[config.mk]
export PLATFORM = sky130hd
export DESIGN_NAME = i2s_audio_tx
export DESIGN_NICKNAME = d
export VERILOG_FILES = /design/src/rtl/i2s_audio_pkg.sv /design/src/rtl/i2s_bck_gen.sv /design/src/rtl/i2s_audio_tx.sv
export SDC_FILE = /design/constraint.sdc
export NUM_CORES = 1
export LEC_CHECK = 0
export ABC_CLOCK_PERIOD_IN_PS = 4200
export CORE_ASPECT_RATIO = 0.75
export CORE_MARGIN = 8
export CORE_UTILIZATION = 55
export CTS_CLUSTER_DIAMETER = 50
export CTS_CLUSTER_SIZE = 28
export DETAILED_ROUTE_END_ITERATION = 16
export PLACE_DENSITY = 0.89
export SLEW_MARGIN = 20
export SYNTH_ARGS = -nofsm -noshare
export SYNTH_HDL_FRONTEND = slang
export SYNTH_HIERARCHICAL = 1
export SYNTH_SLANG_ARGS = --single-unit
[constraint.sdc]
create_clock -name clk -period 4.2 [get_ports clk]
set_input_delay 0.63 -clock clk [delete_from_list [all_inputs] [get_ports clk]]
set_output_delay 0.63 -clock clk [all_outputs]
set_load 0.01 [all_outputs]
[src/rtl/i2s_audio_pkg.sv]
// Shared constants, types and the clock divider helper for the I2S audio transmitter.
package i2s_audio_pkg;

  localparam int SLOT_BITS  = 32;
  localparam int FRAME_BITS = 64;

  typedef logic [5:0] bit_cnt_t;

  // Half-period of the bit clock in system clocks; 64 bck periods per frame.
  function automatic int calc_half(input int clk_rate, input int audio_rate);
    return clk_rate / (audio_rate * FRAME_BITS * 2);
  endfunction

endpackage

[src/rtl/i2s_bck_gen.sv]
// Bit-clock generator: divides clk down to i2s_bck and flags the clk cycle where bck falls.
module i2s_bck_gen #(
  parameter int HALF = 1
) (
  input  logic clk,
  input  logic reset,
  output logic bck_o,
  output logic fall_stb_o
);

  localparam int               DIV_W    = (HALF > 1) ? $clog2(HALF) : 1;
  localparam logic [DIV_W-1:0] DIV_LAST = DIV_W'(HALF - 1);

  logic [DIV_W-1:0] div_cnt_q;
  logic             bck_q;
  logic             wrap;

  assign wrap = (div_cnt_q == DIV_LAST);

  always_ff @(posedge clk or posedge reset) begin
    if (reset) begin
      div_cnt_q <= '0;
      bck_q     <= 1'b0;
    end else if (wrap) begin
      div_cnt_q <= '0;
      bck_q     <= ~bck_q;
    end else begin
      div_cnt_q <= div_cnt_q + DIV_W'(1);
    end
  end

  assign bck_o      = bck_q;
  // bck is high and about to toggle: this edge is the falling one.
  assign fall_stb_o = wrap & bck_q;

endmodule

[src/rtl/i2s_audio_tx.sv]
// I2S master transmitter for the stereo mixer output; free-running bck/lrck, one sample pair per frame.
// Define I2S_AUDIO_TX_LJ_EN for left-justified framing instead of standard I2S.
module i2s_audio_tx
  import i2s_audio_pkg::*;
#(
  parameter int CLK_RATE   = 32000000,
  parameter int AUDIO_RATE = 48000,
  parameter int AUDIO_DW   = 16
) (
  input  logic                clk,
  input  logic                reset,
  input  logic [AUDIO_DW-1:0] left_in,
  input  logic [AUDIO_DW-1:0] right_in,
  output logic                sample_req,
  output logic                i2s_bck,
  output logic                i2s_lrck,
  output logic                i2s_data
);

  localparam int         HALF = calc_half(CLK_RATE, AUDIO_RATE);
  localparam logic [5:0] DW6  = 6'(AUDIO_DW);

  if (HALF < 1) begin : g_half_chk
    $error("i2s_audio_tx: CLK_RATE too low for AUDIO_RATE (HALF < 1)");
  end
  if (AUDIO_DW < 1 || AUDIO_DW > SLOT_BITS) begin : g_dw_chk
    $error("i2s_audio_tx: AUDIO_DW must be 1..32");
  end

  logic                fall_stb;
  bit_cnt_t            bit_cnt_q, bit_cnt_d;
  logic [AUDIO_DW-1:0] lsh_q, lsh_d, rsh_q, rsh_d;
  logic [AUDIO_DW-1:0] word;
  logic                frame_wrap;
  logic [4:0]          pos;
  logic [5:0]          shamt;
  logic                bit_en, use_prev, prev_lsb, word_bit;
  logic                lrck_q, data_q, req_q, data_d;

  i2s_bck_gen #(.HALF(HALF)) u_bck_gen (
    .clk       (clk),
    .reset     (reset),
    .bck_o     (i2s_bck),
    .fall_stb_o(fall_stb)
  );

  always_comb begin
    bit_cnt_d  = bit_cnt_q + 6'd1;
    frame_wrap = (bit_cnt_q == bit_cnt_t'(FRAME_BITS - 1));
    lsh_d      = frame_wrap ? left_in  : lsh_q;
    rsh_d      = frame_wrap ? right_in : rsh_q;
    pos        = bit_cnt_d[4:0];
    word       = bit_cnt_d[5] ? rsh_d : lsh_d;
    // Slot pos 0 of a 32-bit word carries the other channel's LSB, from before this cycle's latch.
    prev_lsb   = bit_cnt_d[5] ? lsh_q[0] : rsh_q[0];
    shamt      = '0;
    bit_en     = 1'b0;
    use_prev   = 1'b0;
`ifdef I2S_AUDIO_TX_LJ_EN
    if ({1'b0, pos} < DW6) begin
      bit_en = 1'b1;
      shamt  = DW6 - 6'd1 - {1'b0, pos};
    end
`else
    if (pos != 5'd0 && {1'b0, pos} <= DW6) begin
      bit_en = 1'b1;
      shamt  = DW6 - {1'b0, pos};
    end else if (pos == 5'd0 && AUDIO_DW == SLOT_BITS) begin
      use_prev = 1'b1;
    end
`endif
    word_bit = |(word & (AUDIO_DW'(1) << shamt));
    data_d   = bit_en ? word_bit : (use_prev & prev_lsb);
  end

  always_ff @(posedge clk or posedge reset) begin
    if (reset) begin
      bit_cnt_q <= bit_cnt_t'(FRAME_BITS - 1);
      lrck_q    <= 1'b0;
      data_q    <= 1'b0;
      req_q     <= 1'b0;
      lsh_q     <= '0;
      rsh_q     <= '0;
    end else begin
      req_q <= fall_stb & frame_wrap;
      if (fall_stb) begin
        bit_cnt_q <= bit_cnt_d;
        lrck_q    <= bit_cnt_d[5];
        data_q    <= data_d;
        lsh_q     <= lsh_d;
        rsh_q     <= rsh_d;
      end
    end
  end

  assign sample_req = req_q;
  assign i2s_lrck   = lrck_q;
  assign i2s_data   = data_q;

endmodule
==> metrics.csv, run 1 <==
stage,metric,value,unit
outcome,status,"complete, no violations",
clock_tree,cts_tree,done,
sta,drv_slew,0,
clock_tree,htreeDepth,2,
drt,wl_met3,422,um
clock_tree,clock_sinks,45,
worst_setup_path,cp-end-kind,register,
synthesis,synth_cells,236,
sta,fin_crit,2.85,ns
min_path,min_path_type,reg -> reg,
die,fp.coreArea,4470,um2
synthesis,ys_types,58,
worst_setup_path,rrSetupSlack,1.35,ns
global_route,overflow,0,
placed_design,gp_congestion,0.896,
synthesis,synth_area,2540,um2
drt,wl_met1,2660,um
synthesis,yosysSeqAreaShare,44.6,%
power_and_ir_drop,power_density,279,nW/um2
clock_tree,post_cts_resized,0,
worst_setup_path,worstReg2RegStart,bit_cnt_q[0],
sta,relSlewSlack,44.1,%
die,io_pins,38,
synthesis,synth_area_leaders,"dfrtp_1, mux2_2, dfstp_2",
synthesis,synth_common_cells,"dfrtp_1, mux2_2, nand2_1",
worst_setup_path,r2r-end,i2s_data,
die,die-width,94.5,um
global_route,grt.total_usage,17.6,%
worst_setup_path,cp_max_fo,16,
worst_setup_path,startpoint,bit_cnt_q[0],
drt,wire_per_inst,17.9,um
worst_setup_path,start_kind,register,
synthesis,ys_seq_elements,45,
worst_setup_path,crit_chain,"ha_1, nand4_2, a21oi_1, o21ai_0, a31oi_1, o2111ai_1, a21o_1, a31oi_1",
worst_setup_path,r2r_cells,8,
sta,fin_worst_skew,0.00840,ns
worst_setup_path,path_common_cell,a31oi_1,
worst_setup_path,crit_family,compound AO/OA/AOI/OAI gates,
die,rows,21,
sta,worst_slack,1.35,ns
finish,diodes,0,
worst_setup_path,critPathCapture,i2s_data,
drt,ant_nets,0,
clock_tree,postCtsHoldBufs,0,
finish,fin_nets,305,
sta,finalHoldViolations,0,
placed_design,dp_slack,1.44,ns
global_route,grt_max_degree,42,
clock_tree,clock_latency,0.29,ns
worst_setup_path,critPathKind,reg -> reg,
drt,viasPerCell,6.13,
drt,routed_wirelength,5830,um
clock_tree,root_buffer,clkbuf_8,
sta,tns,0,ns
finish,fillers,356,
drt,remaining_drc_errors,0,
die,initial_core_util,56.9,%
flow_run,maxCapViolCount,0,
sta,worstMarginPinSlew,0.835,ns
sta,setup_violations,0,
worst_setup_path,crit_required,4.42,ns
global_route,grt_pass1_wl,9790,um
synthesis,synth-edff-count,0,
clock_tree,path_clk_slew,0.09,ns
synthesis,synth_most_common_cell,dfrtp_1,
power_and_ir_drop,leakage,1.22,nW
synthesis,synth_ff_type,dfrtp_1,
clock_tree,cts_max_path_buffers,2,
worst_setup_path,crit_arrival,3.07,ns
placed_design,post-dp-hpwl,4130,um
die,fp.dieH,74.9,um
finish,drive_gt1_share,23.0,%
placed_design,port_buffers,37,
synthesis,synthArstFlopShare,100,%
drt,wl_met2,2700,um
drt,vias,2000,
synthesis,synth_fp_nets,273,
die,die_area,7080,um2
global_route,antenna_found_initial,0,
finish,area_growth,19.2,%
worst_setup_path,critPathSlowestCell,dfstp_2,
worst_setup_path,cp.depth,8,
synthesis,synth_top_area_share,38.4,%
worst_setup_path,slowest_delay,0.70,ns
clock_tree,postCtsSetupBuffers,0,
drt,routed.top_layer,met4,
synthesis,yosys_warnings,6,
drt,firstDrtPassIters,5,
drt,drt_iter0_drc,132,
sta,rsz0062_at_grt,false,
power_and_ir_drop,ir_drop,0.000208,V
sta,fmax,0.351,GHz
global_route,grt_pass1_vias,1971,
synthesis,avgSynthCellArea,10.8,um2
synthesis,synth_top_area_cell,dfrtp_1,
clock_tree,numCtsBuffers,5,
sta,post-route-period-util,67.8,%
worst_setup_path,crit_buf_inv,0,
[worst min-delay path by stage]
stage                      startpoint                     end  slack, ns  cells after the start
2_1_floorplan                   reset         u_bck_gen/bck_o       0.40                      1
3_3_place_gp   u_bck_gen/div_cnt_q[0]  u_bck_gen/div_cnt_q[0]       0.44                      1
3_5_place_dp   u_bck_gen/div_cnt_q[0]  u_bck_gen/div_cnt_q[0]       0.47                      1
4_1_cts        u_bck_gen/div_cnt_q[0]  u_bck_gen/div_cnt_q[0]       0.48                      1
5_1_grt        u_bck_gen/div_cnt_q[0]  u_bck_gen/div_cnt_q[0]       0.50                      1
6_report       u_bck_gen/div_cnt_q[0]  u_bck_gen/div_cnt_q[0]       0.47                      1
[registers in the layout (all words and copies together), names as in the netlist]
name and cells:
bit_cnt_q 6, i2s_data 1, i2s_lrck 1, lsh_q 16
rsh_q 16, sample_req 1, u_bck_gen/bck_o 1, u_bck_gen/div_cnt_q 3
[power breakdown]
group | leakage (nW) | internal (mW) | total (mW) | switching [mW]
clock network | 0.0558 | 0.180 | 0.322 | 0.143
registers | 0.516 | 0.448 | 0.459 | 0.0103
logic | 0.653 | 0.0436 | 0.0659 | 0.0223
[layout make-up]
type	instances	area, um2	area share [%]
tap	57	71.3	2.35
sequential	45	1130	37.4
multi-input combinational	168	1290	42.7
clock buffer	6	72.6	2.39
clock inverter	2	38.8	1.28
timing repair buffer	40	393	13.0
inverter	8	30.0	0.990
[cells by family (layout without fill, tap and decap cells)]
| kind of cell | count (synthesis) | count (layout) | share of synthesized area (%) |
|---|---|---|---|
| flip-flops | 45 | 45 | 44.6 |
| adder cells (fa/ha/maj) | 3 | 3 | 1.48 |
| AND/OR/NAND/NOR | 62 | 62 | 12.8 |
| XOR/XNOR | 11 | 11 | 3.79 |
| multiplexers | 39 | 39 | 17.2 |
| AO/OA/AOI/OAI | 53 | 53 | 15.5 |
| buffers and inverters | 23 | 56 | 4.57 |
[per-layer routing]
metal  global-route usage [%]  vias up
li1                         -      943
met1                     23.5      963
met2                     27.2       85
met3                     5.18        9
met4                     5.17        0
met5                        0        -
[placed cells by master (no fill, tap or decap), types with 3 or more instances in the layout]
cell type / count
clkbuf_8: 5
xnor2_1: 8
ha_1: 3
a21oi_1: 8
mux2i_1: 4
o221ai_1: 4
buf_4: 3
a31oi_1: 6
nand3_1: 4
inv_1: 7
mux2_2: 34
and3_1: 4
o21ai_0: 7
nor3_1: 5
xor2_1: 3
nand2_1: 20
nor2_1: 8
o22ai_1: 3
nor4_1: 5
dfrtp_1: 39
or4_1: 3
clkdlybuf4s50_1: 37
dfstp_2: 6
[metrics by stage]
step	hold WS (ns)	util (%)	area, um2	total power [mW]	instances
global placement	0.442	65.4	2920	0.531	318
detailed placement	0.465	65.4	2920	0.533	318
global route	0.502	67.9	3030	0.885	326
CTS	0.477	67.9	3030	0.855	326
floorplan	0.396	-	2540	0.489	236
finish	0.472	67.9	3030	0.847	326
Power figures use the tool's default switching activity.
==> run 2: changes to the inputs <==
--- a/config.mk
+++ b/config.mk
@@ -5,14 +5,14 @@
 export SDC_FILE = /design/constraint.sdc
 export NUM_CORES = 1
 export LEC_CHECK = 0
-export ABC_CLOCK_PERIOD_IN_PS = 4200
+export ABC_CLOCK_PERIOD_IN_PS = 2900
 export CORE_ASPECT_RATIO = 0.75
 export CORE_MARGIN = 8
-export CORE_UTILIZATION = 55
+export CORE_UTILIZATION = 54
 export CTS_CLUSTER_DIAMETER = 50
 export CTS_CLUSTER_SIZE = 28
 export DETAILED_ROUTE_END_ITERATION = 16
-export PLACE_DENSITY = 0.89
+export PLACE_DENSITY = 0.88
 export SLEW_MARGIN = 20
 export SYNTH_ARGS = -nofsm -noshare
 export SYNTH_HDL_FRONTEND = slang
==> constraint.sdc (replaced) <==
create_clock -name clk -period 2.9 [get_ports clk]
set_input_delay 0.435 -clock clk [delete_from_list [all_inputs] [get_ports clk]]
set_output_delay 0.435 -clock clk [all_outputs]
set_load 0.01 [all_outputs]
==> run 2 against run 1 <==
  * Global-route usage up 0.29 points
  * Sequential share of layout area down 0.20 points
  * Wire length up 2.0%
  * Die area up 1.5%
  * Non-clock buffer count up 4
  * Critical path depth unchanged
  * Critical path type unchanged
  * Largest power group unchanged
==> metrics.csv, run 2 (synthesis gave the netlist of run 1 again) <==
stage,metric,value,unit,change
outcome,status,"complete, no violations",,
clock_tree,cts_max_path_buffers,2,,unchanged
sta,worstMarginPinSlew,0.503,ns,-0.332 ns
sta,finalHoldViolations,0,,unchanged
die,rows,21,,unchanged
global_route,grt_max_degree,42,,unchanged
sta,tns,0,ns,unchanged
clock_tree,cts_tree,done,,
flow_run,maxCapViolCount,0,,unchanged
worst_setup_path,critPathKind,reg -> reg,,
power_and_ir_drop,ir_drop,0.000324,V,+56%
clock_tree,root_buffer,clkbuf_8,,
finish,reg.largest.list,"lsh_q x16, rsh_q x16, bit_cnt_q x6",,
die,initial_core_util,56.6,%,-0.33 points
power_and_ir_drop,combinationalPowerShare,8.4,%,+0.6 points
finish,layout_commonest_cell,dfrtp_1,,
die,die-width,95.3,um,+0.77%
worst_setup_path,cp_max_fo,15,,-1
sta,rsz0062_at_grt,false,,
drt,remaining_drc_errors,0,,unchanged
worst_setup_path,start_kind,register,,
power_and_ir_drop,p_seq_share,58.2,%,+4.0 points
sta,fin_crit,2.71,ns,-0.134 ns
sta,fmax,0.368,GHz,+4.9%
die,fp.coreArea,4490,um2,+0.59%
clock_tree,clock_sinks,45,,unchanged
drt,drt_iter0_drc,207,,+57%
worst_setup_path,crit_required,3.09,ns,-1.33 ns
power_and_ir_drop,p_total,1.14,mW,+35%
power_and_ir_drop,power_switching,0.263,mW,+50%
placed_design,port_buffers,37,,unchanged
clock_tree,post_cts_resized,0,,unchanged
finish,drive_gt1_share,24.3,%,+1.2 points
global_route,overflow,0,,unchanged
die,die_area,7190,um2,+1.5%
placed_design,post-dp-hpwl,4320,um,+4.8%
die,io_pins,38,,unchanged
finish,diodes,0,,unchanged
clock_tree,path_clk_slew,0.08,ns,about the same
placed_design,gp_congestion,1.06,,+19%
drt,ant_nets,0,,unchanged
finish,area_growth,19.9,%,
clock_tree,clock_latency,0.30,ns,about the same
global_route,grt_pass1_vias,2037,,+3.3%
finish,fin_nets,309,,+1.3%
clock_tree,postCtsSetupBuffers,0,,unchanged
drt,viasPerCell,6.26,,+2.1%
drt,vias,2061,,+3.1%
finish,mostFrequentLayoutCells,"dfrtp_1, clkdlybuf4s50_1, mux2_2",,
worst_setup_path,cp-end-kind,register,,
power_and_ir_drop,power_density,375,nW/um2,+34%
power_and_ir_drop,switching_share,23.1,%,+2.4 points
power_and_ir_drop,power.internal,0.879,mW,+31%
finish,utilization,67.9,%,about the same
power_and_ir_drop,leakage,1.24,nW,+1.0%
sta,post-route-period-util,93.6,%,+26 points
finish,fillers,367,,+3.1%
clock_tree,postCtsHoldBufs,0,,unchanged
sta,fin_worst_skew,0.0101,ns,+0.00174 ns
drt,firstDrtPassIters,5,,unchanged
sta,drv_slew,0,,unchanged
global_route,antenna_found_initial,0,,unchanged
power_and_ir_drop,clkPwrFrac,33.4,%,-4.7 points
drt,routed_wirelength,5950,um,+2.0%
min_path,min_path_type,in -> async,,
drt,wire_per_inst,18.1,um,+1.1%
die,fp.dieH,75.4,um,+0.73%
global_route,grt_pass1_wl,10000,um,+2.4%
clock_tree,numCtsBuffers,5,,unchanged
clock_tree,htreeDepth,2,,unchanged
global_route,grt.total_usage,17.9,%,+0.29 points
sta,relSlewSlack,66.4,%,+22 points
worst_setup_path,crit_arrival,2.90,ns,-0.17 ns
sta,setup_violations,0,,unchanged
[run 2: final cells by class]
| type | count | area (um2) | area share [%] |
|---|---|---|---|
| Multi-Input combinational cell | 168 | 1290 | 42.4 |
| Sequential cell | 45 | 1130 | 37.2 |
| Timing Repair Buffer | 44 | 435 | 14.3 |
| Tap cell | 57 | 71.3 | 2.34 |
| Clock buffer | 5 | 68.8 | 2.26 |
| Inverter | 8 | 30.0 | 0.985 |
| Clock inverter | 2 | 16.3 | 0.533 |
[run 2: routing by layer]
| layer | track usage [%] | share of wire (%) | wire, um |
|---|---|---|---|
| met4 | 4.31 | 0.84 | 50 |
| met2 | 27.9 | 45 | 2650 |
| met1 | 24.3 | 48 | 2840 |
| met5 | 0 | 0 | 0 |
| met3 | 4.72 | 6.9 | 411 |
[run 2: worst paths after layout]
kind                                        startpoint                     end  slack (ns)  depth (start not counted)
worst max-delay path                      bit_cnt_q[0]                i2s_data        0.19                          8
worst max register to register            bit_cnt_q[0]                i2s_data        0.19                          8
max in group asynchronous                        reset            bit_cnt_q[5]        1.95                          3
min in group clk                u_bck_gen/div_cnt_q[0]  u_bck_gen/div_cnt_q[0]        0.46                          1
worst min register to register  u_bck_gen/div_cnt_q[0]  u_bck_gen/div_cnt_q[0]        0.46                          1
worst min-delay path                             reset  u_bck_gen/div_cnt_q[0]        0.34                          2
[run 2: through the flow]
step	worst slack [ns]	std cells	cell area [um2]	hold WS [ns]
floorplan	0.818	236	2540	0.201
finish	0.185	329	3050	0.340
global route	0.0173	329	3050	0.382
global placement	0.380	322	2960	0.443
detailed placement	0.313	322	2960	0.449
CTS	0.239	329	3050	0.341
[run 2: worst max-delay path: stages, from the launching register on]
cell      delay, ns
dfstp_2        0.70
ha_1           0.45
nand4_2        0.27
nor4_1         0.40
o21ba_1        0.21
o221ai_1       0.17
nand3_1        0.10
a32oi_1        0.18
a31oi_1        0.10
[run 2: power by group through the flow]
stage / registers (mW) / logic (mW) / clock network [mW]
3_5_place_dp: 0.676 / 0.0967 / 0
5_1_grt: 0.666 / 0.106 / 0.414
3_3_place_gp: 0.674 / 0.0942 / 0
4_1_cts: 0.664 / 0.0973 / 0.386
2_1_floorplan: 0.670 / 0.0386 / 0
6_report: 0.664 / 0.0962 / 0.382
